### src/rtl/sprite_rom_arbiter_pkg.sv
// sprite_arb_pkg: shared types and helpers for the sprite ROM arbiter
package sprite_arb_pkg;
  typedef enum logic {ARB, LOCKED} arb_state_t;
  localparam int ROM_LAT = 1;
  localparam int RET_LAT = ROM_LAT + 2;
  localparam int PTR_W = 3;
  function automatic logic [7:0] onehot(input logic [PTR_W-1:0] idx, input int n);
    onehot = '0;
    if (int'(idx) < n) onehot[idx] = 1'b1;
  endfunction
  function automatic logic [PTR_W-1:0] ptr_inc(input logic [PTR_W-1:0] p, input int n);
    return int'(p) == n - 1 ? '0 : p + 1'b1;
  endfunction
  // Descending scan so the requester closest to the pointer is written last and wins.
  function automatic logic [PTR_W:0] rr_first(input logic [7:0] r, input logic [PTR_W-1:0] p, input int n);
    logic [PTR_W:0] res;
    logic [PTR_W-1:0] j;
    res = '0;
    for (int k = 7; k >= 0; k--) begin
      if (k < n) begin
        j = PTR_W'((int'(p) + k) % n);
        if (r[j]) res = {1'b1, j};
      end
    end
    return res;
  endfunction
endpackage

### src/rtl/sprite_rom_arbiter_if.sv
// sprite_rom_arbiter_if: requester-side request/return bus plus ROM read port
interface sprite_rom_arbiter_if #(
  parameter int N_REQ = 4,
  parameter int ADDR_W = 19,
  parameter int DATA_W = 24
);
  logic [N_REQ-1:0] req, req_lock, gnt, rvalid;
  logic [N_REQ*ADDR_W-1:0] req_addr;
  logic [ADDR_W-1:0] rom_addr;
  logic [DATA_W-1:0] rom_data, rdata;
  logic busy;
  modport master(output req, req_addr, req_lock, rom_data, input gnt, rom_addr, rvalid, rdata, busy);
  modport slave(input req, req_addr, req_lock, rom_data, output gnt, rom_addr, rvalid, rdata, busy);
endinterface

### src/rtl/sprite_rom_arbiter_rr_pick.sv
// rr_pick: combinational rotate-and-find-first starting at the round-robin pointer
module rr_pick import sprite_arb_pkg::*; #(
  parameter int N_REQ = 4
) (
  input  logic [N_REQ-1:0] req,
  input  logic [PTR_W-1:0] ptr,
  output logic [N_REQ-1:0] win,
  output logic [PTR_W-1:0] idx
);
  logic [PTR_W:0] pick;
  always_comb begin
    pick = rr_first(8'(req), ptr, N_REQ);
    idx = pick[PTR_W-1:0];
    win = pick[PTR_W] ? N_REQ'(onehot(idx, N_REQ)) : '0;
  end
endmodule

### src/rtl/sprite_rom_arbiter.sv
// sprite_rom_arbiter: round-robin sharing of one sprite ROM with row-burst locking
// SPRITE_ARB_PLAYER_PRIO_EN gives requester 0 strict priority while arbitrating.
module sprite_rom_arbiter import sprite_arb_pkg::*; #(
  parameter int N_REQ = 4,
  parameter int ADDR_W = 19,
  parameter int DATA_W = 24,
  parameter int MAX_BURST = 32
) (
  input logic Clk,
  input logic Reset_n,
  sprite_rom_arbiter_if.slave bus
);
  arb_state_t state, state_nx;
  logic [PTR_W-1:0] ptr, ptr_nx, owner, owner_nx, pick_idx, arb_idx, win_idx, tag1, tag2;
  logic [7:0] burst_cnt, burst_nx, burst_inc;
  logic [N_REQ-1:0] pick_win, arb_gnt, gnt, owner_oh;
  logic [ADDR_W-1:0] addr_sel;
  logic prio_win, own_req, own_lock, win_lock, accept, v1, v2;
  rr_pick #(.N_REQ(N_REQ)) u_pick (.req(bus.req), .ptr(ptr), .win(pick_win), .idx(pick_idx));
`ifdef SPRITE_ARB_PLAYER_PRIO_EN
  assign prio_win = bus.req[0];
`else
  assign prio_win = 1'b0;
`endif
  assign arb_gnt = prio_win ? N_REQ'(1) : pick_win;
  assign arb_idx = prio_win ? '0 : pick_idx;
  assign owner_oh = N_REQ'(onehot(owner, N_REQ));
  assign own_req = |(bus.req & owner_oh);
  assign own_lock = |(bus.req_lock & owner_oh);
  assign win_lock = |(bus.req_lock & arb_gnt);
  assign bus.gnt = gnt;
  assign bus.busy = state == LOCKED || v1 || v2 || |bus.rvalid;
  always_comb begin
    state_nx = state;
    ptr_nx = ptr;
    owner_nx = owner;
    burst_nx = burst_cnt;
    gnt = state == LOCKED ? (own_req ? owner_oh : '0) : arb_gnt;
    win_idx = state == LOCKED ? owner : arb_idx;
    accept = |(bus.req & gnt);
    burst_inc = burst_cnt == 8'hFF ? burst_cnt : burst_cnt + 8'd1;
    if (state == ARB) begin
      if (accept) begin
        ptr_nx = prio_win ? ptr : ptr_inc(arb_idx, N_REQ);
        if (win_lock && MAX_BURST > 1) begin
          state_nx = LOCKED;
          owner_nx = arb_idx;
          burst_nx = 8'd1;
        end
      end
    end else if (!own_req || !own_lock || int'(burst_inc) >= MAX_BURST) begin
      state_nx = ARB;
      ptr_nx = ptr_inc(owner, N_REQ);
      burst_nx = '0;
    end else burst_nx = burst_inc;
  end
  always_comb begin
    addr_sel = '0;
    for (int i = 0; i < N_REQ; i++) addr_sel |= gnt[i] ? bus.req_addr[i*ADDR_W +: ADDR_W] : '0;
  end
  // Tag travels alongside the ROM's registered read so the pixel returns to its owner.
  always_ff @(posedge Clk) begin
    if (!Reset_n) begin
      state <= ARB;
      ptr <= '0;
      owner <= '0;
      burst_cnt <= '0;
      v1 <= 1'b0;
      v2 <= 1'b0;
      tag1 <= '0;
      tag2 <= '0;
      bus.rom_addr <= '0;
      bus.rvalid <= '0;
      bus.rdata <= '0;
    end else begin
      state <= state_nx;
      ptr <= ptr_nx;
      owner <= owner_nx;
      burst_cnt <= burst_nx;
      v1 <= accept;
      if (accept) begin
        bus.rom_addr <= addr_sel;
        tag1 <= win_idx;
      end
      v2 <= v1;
      tag2 <= tag1;
      bus.rvalid <= v2 ? N_REQ'(onehot(tag2, N_REQ)) : '0;
      if (v2) bus.rdata <= bus.rom_data;
    end
  end
endmodule

### src/flat_wrapper.sv
// flat-port wrapper written by rule: the top's interface ports become plain ports
module sprite_rom_arbiter_flat import sprite_arb_pkg::*;
#(
  parameter int N_REQ = 4,
  parameter int ADDR_W = 19,
  parameter int DATA_W = 24,
  parameter int MAX_BURST = 32
)
  (Clk, Reset_n, bus_req, bus_req_addr, bus_req_lock, bus_rom_data, bus_gnt, bus_rom_addr, bus_rvalid, bus_rdata, bus_busy);
  sprite_rom_arbiter_if #(.N_REQ(N_REQ), .ADDR_W(ADDR_W), .DATA_W(DATA_W)) bus_i ();
  input logic Clk;
  input logic Reset_n;
  input wire logic [$bits(bus_i.req)-1:0] bus_req;
  input wire logic [$bits(bus_i.req_addr)-1:0] bus_req_addr;
  input wire logic [$bits(bus_i.req_lock)-1:0] bus_req_lock;
  input wire logic [$bits(bus_i.rom_data)-1:0] bus_rom_data;
  output wire logic [$bits(bus_i.gnt)-1:0] bus_gnt;
  output wire logic [$bits(bus_i.rom_addr)-1:0] bus_rom_addr;
  output wire logic [$bits(bus_i.rvalid)-1:0] bus_rvalid;
  output wire logic [$bits(bus_i.rdata)-1:0] bus_rdata;
  output wire logic [$bits(bus_i.busy)-1:0] bus_busy;
  assign bus_i.req = bus_req;
  assign bus_i.req_addr = bus_req_addr;
  assign bus_i.req_lock = bus_req_lock;
  assign bus_i.rom_data = bus_rom_data;
  assign bus_gnt = bus_i.gnt;
  assign bus_rom_addr = bus_i.rom_addr;
  assign bus_rvalid = bus_i.rvalid;
  assign bus_rdata = bus_i.rdata;
  assign bus_busy = bus_i.busy;
  sprite_rom_arbiter #(.N_REQ(N_REQ), .ADDR_W(ADDR_W), .DATA_W(DATA_W), .MAX_BURST(MAX_BURST)) u_core (.Clk(Clk), .Reset_n(Reset_n), .bus(bus_i));
endmodule
### config.mk
export PLATFORM = sky130hd
export DESIGN_NAME = sprite_rom_arbiter_flat
export DESIGN_NICKNAME = d
export VERILOG_FILES = /design/src/rtl/sprite_rom_arbiter_pkg.sv /design/src/rtl/sprite_rom_arbiter_if.sv /design/src/rtl/sprite_rom_arbiter_rr_pick.sv /design/src/rtl/sprite_rom_arbiter.sv /design/src/flat_wrapper.sv
export SDC_FILE = /design/constraint.sdc
export NUM_CORES = 1
export LEC_CHECK = 0
export BUFFER_PORTS_ARGS = -buffer_cell sky130_fd_sc_hd__buf_2
export CAP_MARGIN = 40
export CORE_MARGIN = 4
export CORE_UTILIZATION = 30
export CTS_CLUSTER_DIAMETER = 30
export CTS_CLUSTER_SIZE = 30
export DETAILED_ROUTE_END_ITERATION = 8
export PLACE_DENSITY = 0.56
export SYNTH_ARGS = -nofsm -noshare
export SYNTH_HDL_FRONTEND = slang
export SYNTH_SLANG_ARGS = --single-unit
export TNS_END_PERCENT = 100
### constraint.sdc
create_clock -name Clk -period 2.58 [get_ports Clk]
set_input_delay 0.516 -clock Clk [delete_from_list [all_inputs] [get_ports Clk]]
set_output_delay 0.516 -clock Clk [all_outputs]
set_load 0.05 [all_outputs]
# [Yosys cells after proc, flatten, opt, wreduce, memory -nomap -nowiden]
# Index checks and enable logic that the tools add are counted.
[op_classes] n_mul=0 n_lt_le_gt_ge=14 n_reduce_logical=24 n_div=0 n_mux=42 add_sub_neg=6 bitwise=11 n_eq_ne=4 n_shift=0
[ops] op="19-bit 2-to-1 mux" n=4
[ops] op="19-bit bitwise OR" n=3
[ops] op="8-bit 2-to-1 mux" n=5
[ops] op="4-bit 2-to-1 mux" n=9
[ops] op="3-bit by 4-bit less-than comparator with 1-bit output (second input constant)" n=6
[ops] op="4-bit OR reduction" n=5
[ops] op="4-bit bitwise AND" n=4
[ops] op="1-bit 2-to-1 mux" n=11
[ops] op="2-bit 2-to-1 mux" n=5
[ops] op="1-bit binary-select mux with 3-bit select" n=3
[ops] op="1-bit demux with 3-bit select" n=3
[ops] op="3-bit by 1-bit greater-or-equal comparator with 1-bit output (second input constant)" n=3
[ops] op="3-bit less-than comparator (second input constant)" n=3
[ops] op="8-bit by 1-bit adder with 8-bit output (second input constant)" n=1
[ops] op="8-bit equality test (second input constant)" n=1
[ops] op="8-bit by 6-bit greater-or-equal comparator with 1-bit output (second input constant)" n=1
[ops] op="2-bit by 1-bit adder with 2-bit output (second input constant)" n=3
[ops] op="3-bit equality test (second input constant)" n=2
[ops] op="3-bit AND reduction" n=2
[ops] op="2-bit OR reduction" n=3
[ops] op="1-bit logical OR" n=5
[ops] op="2-bit adder (second input constant)" n=2
[ops] op="2-bit by 4-bit less-than comparator with 1-bit output (second input constant)" n=1
[ops] op="2-bit AND reduction" n=2
[ops] op="8 further kinds" n=14
[totals] latch_bits=0 ram_bits=0 mem_bits_ro=0 inputBits=110 wordCells=112 n_memories=0 register_bits=69

# [Depth between registers and ports, before layout]
[logic_depth] ltp_word=20 ltp_mapped=11

# [Modules after synthesis]
# From an unflattened synthesis, not the netlist that was laid out.
[unflattened] hier_cells=370 hier_area_um2=3330.7
[modules_own_cells] module="sprite_rom_arbiter" area_each_um2=3115.5 cells_each=337 n_inst=1 seq_area_each_um2=1401.3
[modules_own_cells] module="rr_pick" area_each_um2=215.2 cells_each=33 n_inst=1 seq_area_each_um2=0.0

# [Worst setup path after synthesis]
# OpenSTA, ideal clock, no wires.
[synth_timing] path_type="input port to output port" from="input bus_req[0]" to="output bus_gnt[3]" arrival_ns=2.225 stages=8 slack_ns=-0.161 t_required_ns=2.064 path_buffers=1 cell_sequence="and2b_1 a2111oi_0 a31oi_1 inv_1 ha_1 nor3b_1 clkbuf_1 or2_2"
[synth_between] elab_chain_cells=13 word_cells_on_any_way=24 cone_classes="order compare: 3; mux: 18; bitwise: 1; reduce/logical: 2"
[synth_lines] item="from (decl)" line="flat_wrapper.sv:13" rtl="input wire logic [$bits(bus_i.req)-1:0] bus_req;"
[synth_lines] item="1-bit binary-select mux with 3-bit select" line="sprite_rom_arbiter_pkg.sv:22" rtl="if (r[j]) res = {1'b1, j};"
[synth_lines] item="1-bit 2-to-1 mux (implied by the code)" line="sprite_rom_arbiter_pkg.sv:22"
[synth_lines] item="4-bit 2-to-1 mux (3 in a row)" line="sprite_rom_arbiter_pkg.sv:22"
[synth_lines] item="4-bit 2-to-1 mux (*)" line="sprite_rom_arbiter_pkg.sv:22"
[synth_lines] item="via u_core.arb_idx[0]" line="sprite_rom_arbiter.sv:14" rtl="logic [PTR_W-1:0] ptr, ptr_nx, owner, owner_nx, pick_idx, arb_idx, win_idx, tag1, tag2;"
[synth_lines] item="3-bit by 4-bit less-than comparator with 1-bit output (implied by the code) / 3-bit by 1-bit greater-or-equal comparator with 1-bit output (equally long branches)" line="sprite_rom_arbiter_pkg.sv:9" rtl="if (int'(idx) < n) onehot[idx] = 1'b1;"
[synth_lines] item="1-bit logical AND (implied by the code)" line="sprite_rom_arbiter_pkg.sv:9"
[synth_lines] item="1-bit 2-to-1 mux (implied by the code)" line="sprite_rom_arbiter_pkg.sv:9"
[synth_lines] item="1-bit demux with 3-bit select" line="sprite_rom_arbiter_pkg.sv:9"
[synth_lines] item="4-bit 2-to-1 mux (*)" line="sprite_rom_arbiter_pkg.sv:9"
[synth_lines] item="4-bit 2-to-1 mux (*)" line="sprite_rom_arbiter_rr_pick.sv:14" rtl="win = pick[PTR_W] ? N_REQ'(onehot(idx, N_REQ)) : '0;"
[synth_lines] item="4-bit 2-to-1 mux (*)" line="sprite_rom_arbiter.sv:38" rtl="gnt = state == LOCKED ? (own_req ? owner_oh : '0) : arb_gnt;"
[synth_lines] item="to (decl)" line="flat_wrapper.sv:17" rtl="output wire logic [$bits(bus_i.gnt)-1:0] bus_gnt;"
# Mark *: on every way through the listed nets, which the timed path passes. The rest lies on a longest branch. The select of a mux whose other input is x is not followed.

# [Worst setup path in the final report]
[layout_timing] from="input bus_req[0]" to="output bus_gnt[1]"
[layout_between] elab_chain_cells=13 word_cells_on_any_way=24 cone_classes="order compare: 3; mux: 18; bitwise: 1; reduce/logical: 2"
[layout_lines] item="1-bit binary-select mux with 3-bit select" line="sprite_rom_arbiter_pkg.sv:22"
[layout_lines] item="1-bit 2-to-1 mux (implied by the code)" line="sprite_rom_arbiter_pkg.sv:22"
[layout_lines] item="4-bit 2-to-1 mux (4 in a row)" line="sprite_rom_arbiter_pkg.sv:22"
[layout_lines] item="3-bit by 4-bit less-than comparator with 1-bit output (implied by the code) / 3-bit by 1-bit greater-or-equal comparator with 1-bit output (equally long branches)" line="sprite_rom_arbiter_pkg.sv:9"
[layout_lines] item="1-bit logical AND (implied by the code)" line="sprite_rom_arbiter_pkg.sv:9"
[layout_lines] item="1-bit 2-to-1 mux (implied by the code)" line="sprite_rom_arbiter_pkg.sv:9"
[layout_lines] item="1-bit demux with 3-bit select" line="sprite_rom_arbiter_pkg.sv:9"
[layout_lines] item="4-bit 2-to-1 mux" line="sprite_rom_arbiter_pkg.sv:9"
[layout_lines] item="4-bit 2-to-1 mux" line="sprite_rom_arbiter_rr_pick.sv:14"
[layout_lines] item="4-bit 2-to-1 mux (*)" line="sprite_rom_arbiter.sv:38"
# Every way passes the cells marked *; elsewhere a longest branch is shown, timed or not. The select of a mux whose other input is x is not followed.

==> impl_results.md <==
* CP cell instances: buf_2 > buf_4 > a21oi_1 > o21a_1 > o21ai_2 > buf_4 > ha_2 > nor3b_4 > or2_4 > buf_8
* Most common cell in the netlist: dfxtp_1
* Die Y at 116 um
* Pre-CTS setup slack at -0.237 ns
* Top cells by area, synth: dfxtp_1 (38%), o21ai_0 (8.3%), mux2i_1 (7.5%), and4_1 (4.0%), nand2_1 (3.7%)
* Layout area overhead at 46.7%
* Distinct cells, synth at 52
* Crit. End Element: primary output
* Worst skew pair latency at 0.33 ns
* Setup_tns at 0 ns
* Least-Margin Pin Slew at 0.511 ns
* Root buf cell: clkbuf_16
* M3 GR Usage at 4.49%
* Post-synthesis async set-or-reset flop share at 0%
* Antenna Cells at 0
* Drt total wl at 11300 um
* Core Box Area at 11400 um2
* Row cnt at 39
* Status: completed
* Vias in the first global route at 3766
* Crit-path slowest cell: or2_4
* Yosys reg bits at 66
* First drt pass iteration count at 4
* Hold Crit Class: in2reg
* Grt ovf at 0
* First-pass GRT wire length at 17700 um
* Drc violations at 0
* Synth Warn # at 0
* Synthesized Nets at 523
* Via density at 5.08
* EDFF count, synth at 0
* DP HPWL at 8210 um
* Final Hold Fails at 0
* Worst-path clk slew at 0.06 ns
* Synthesized area per cell at 8.63 um2
* WP data required at 2.06 ns
* Final Cell Area at 5120 um2
* Seq/Total Area, Yosys at 37.9%
* Routability congestion estimate at 0.858
* Largest area contributor in the netlist: dfxtp_1
* Detailed-route via count at 3736
* Power per cell area at 1080 nW/um2
* RSZ-0062 raised after global routing: yes
* Drt wl/cell at 15.4 um
* Met2 usage in global routing at 28.5%
* # nets final at 707
* Min cycle time layout at 2.58 ns
* Met1 Track Usage GR at 19.0%
* Cell Count, Final, Fillers Out at 735
* Max cap viols at 0
* Lkg Pwr at 0.00229 uW
* CP Max Fanout at 4
* Synth cell count leaders: dfxtp_1 (66), o21ai_0 (58), nand2_1 (34)
* Worst EP arrival at 2.06 ns
* Placed cell areas at 4550 um2
* Initial Util at 30.5%
* Critical path type: in2out
* Die X at 116 um
* # port buffers at 161
* Global-route usage over all layers at 16.5%
* Final Slew Violations at 0
* CTS Sinks at 66
* Post-Syn Instances at 404
* Area share of the largest cell type after synthesis at 37.9%
* Largest stage delay, worst path at 0.25 ns
* IO Pins at 162
* H-Tree Depth at 3
* DIE AREA at 13400 um2
* Most used cell, CP: buf_4
* Fin crit share at 99.8%
* Peak supply drop at 0.000692 V
* Clock skew at 0.0101 ns
* Antenna violations before repair at 0
* Cell Area, Synth at 3490 um2
* Clock Path Buffers at 2
* Final setup fails at 0
* TritonCTS clock tree: yes
* Max Clock Freq at 388 MHz
* Main synth FF type: dfxtp_1
* Most Used Layer, Global Route: met2
* Max-slew headroom at 65.6%
* CTS Buf Count at 9
* CP startpoint kind: primary input
* Routed Antenna Nets at 0
* Placed Cells at 704
* Layout cells sized above 1 at 45.3%
* Initial DRC Count at 260
* Post-route setup slack at 0.00417 ns
* Largest net degree at the start of global routing at 42
==> stage by stage <==
stage | hold slack, ns | utilization (%) | power, uW
after CTS | 0.415 | 44.4 | 5540
after floorplan | 0.413 | - | 3300
final | 0.425 | 44.8 | 5550
after global routing | 0.428 | 44.8 | 5880
after detailed placement | 0.443 | 39.9 | 4010
after global placement | 0.431 | 39.9 | 3980
==> kinds of logic (layout without fill, tap and decap cells) <==
family,count (synthesis),count (layout),synth area share (%)
muxes,30,30,8.97
buffers and inverters,44,232,5.78
DFF,66,66,37.9
adders and majority gates,9,9,3.23
AOI/OAI and AO/OA,142,142,26.3
and+or+nand+nor,113,113,17.8
==> report_power, final <==
| part | total [uW] | leakage, uW | switching [uW] | internal, uW |
|---|---|---|---|---|
| clock network | 1320 | 0.000152 | 447 | 869 |
| logic | 2840 | 0.00160 | 1780 | 1060 |
| registers | 1390 | 0.000541 | 130 | 1260 |
==> worst max-delay path: cells and delay by family <==
family | cells | cell delay (ns)
compound gates | 3 | 0.37
fa+ha+maj | 1 | 0.20
buf+inv | 4 | 0.56
simple gates | 2 | 0.41
==> state kept, by name, indices dropped and copies added (netlist names) <==
| name | count |
|---|---|
| u_core.tag2 | 2 |
| u_core.v2 | 1 |
| u_core.ptr | 2 |
| u_core.owner | 2 |
| u_core.bus.rvalid | 4 |
| u_core.tag1 | 2 |
| u_core.bus.rom_addr | 19 |
| u_core.burst_cnt | 8 |
| u_core.bus.rdata | 24 |
| u_core.v1 | 1 |
| u_core.state | 1 |
==> layer usage <==
layer  part of all wire, %  routed length (um)
met1                    41                4650
met2                    48                5480
met3                   8.0                 905
met4                   2.4                 274
met5                     0                   0
==> layout by cell type (no fill, tap or decap), types with 12 or more instances in the layout <==
cell / Yosys / final
a21oi_1: 15 / 15
dfxtp_1: 66 / 63
nand2_1: 34 / 33
inv_1: 14 / 12
a21oi_2: 14 / 14
buf_4: 4 / 39
o21ai_0: 58 / 57
mux2i_1: 26 / 26
buf_2: 10 / 157
o21ai_1: 22 / 22
and4_1: 16 / 16
nor2_1: 31 / 31
==> cell type report <==
cell class / count / area, um2
inverter: 14 / 52.6
timing repair buffer: 203 / 1170
tap: 143 / 179
fill: 1147 / 6300
clock buffer: 11 / 243
multi-input combinational: 294 / 2060
clock inverter: 4 / 76.3
sequential: 66 / 1330
==> final timing paths <==
| path | slack (ns) | startpoint | to | depth (start not counted) |
|---|---|---|---|---|
| worst max-delay path | 0.004 | bus_req[0] | bus_gnt[1] | 10 |
| worst max register to register | 0.08 | u_core.ptr[0] | u_core.tag1[0] | 17 |
| worst min-delay path | 0.43 | bus_req_addr[0] | u_core.bus.rom_addr[0] | 3 |
| worst min register to register | 0.45 | u_core.tag2[0] | u_core.bus.rvalid[2] | 1 |
==> what timing repair did <==
action,CTS,global route
hold buffers,0,0
pin swaps,4,1
setup buffers,14,3
setup endpoints to repair,4,6
gates cloned,0,0
resized for setup,25,9
(Power assumes the default switching activity.)
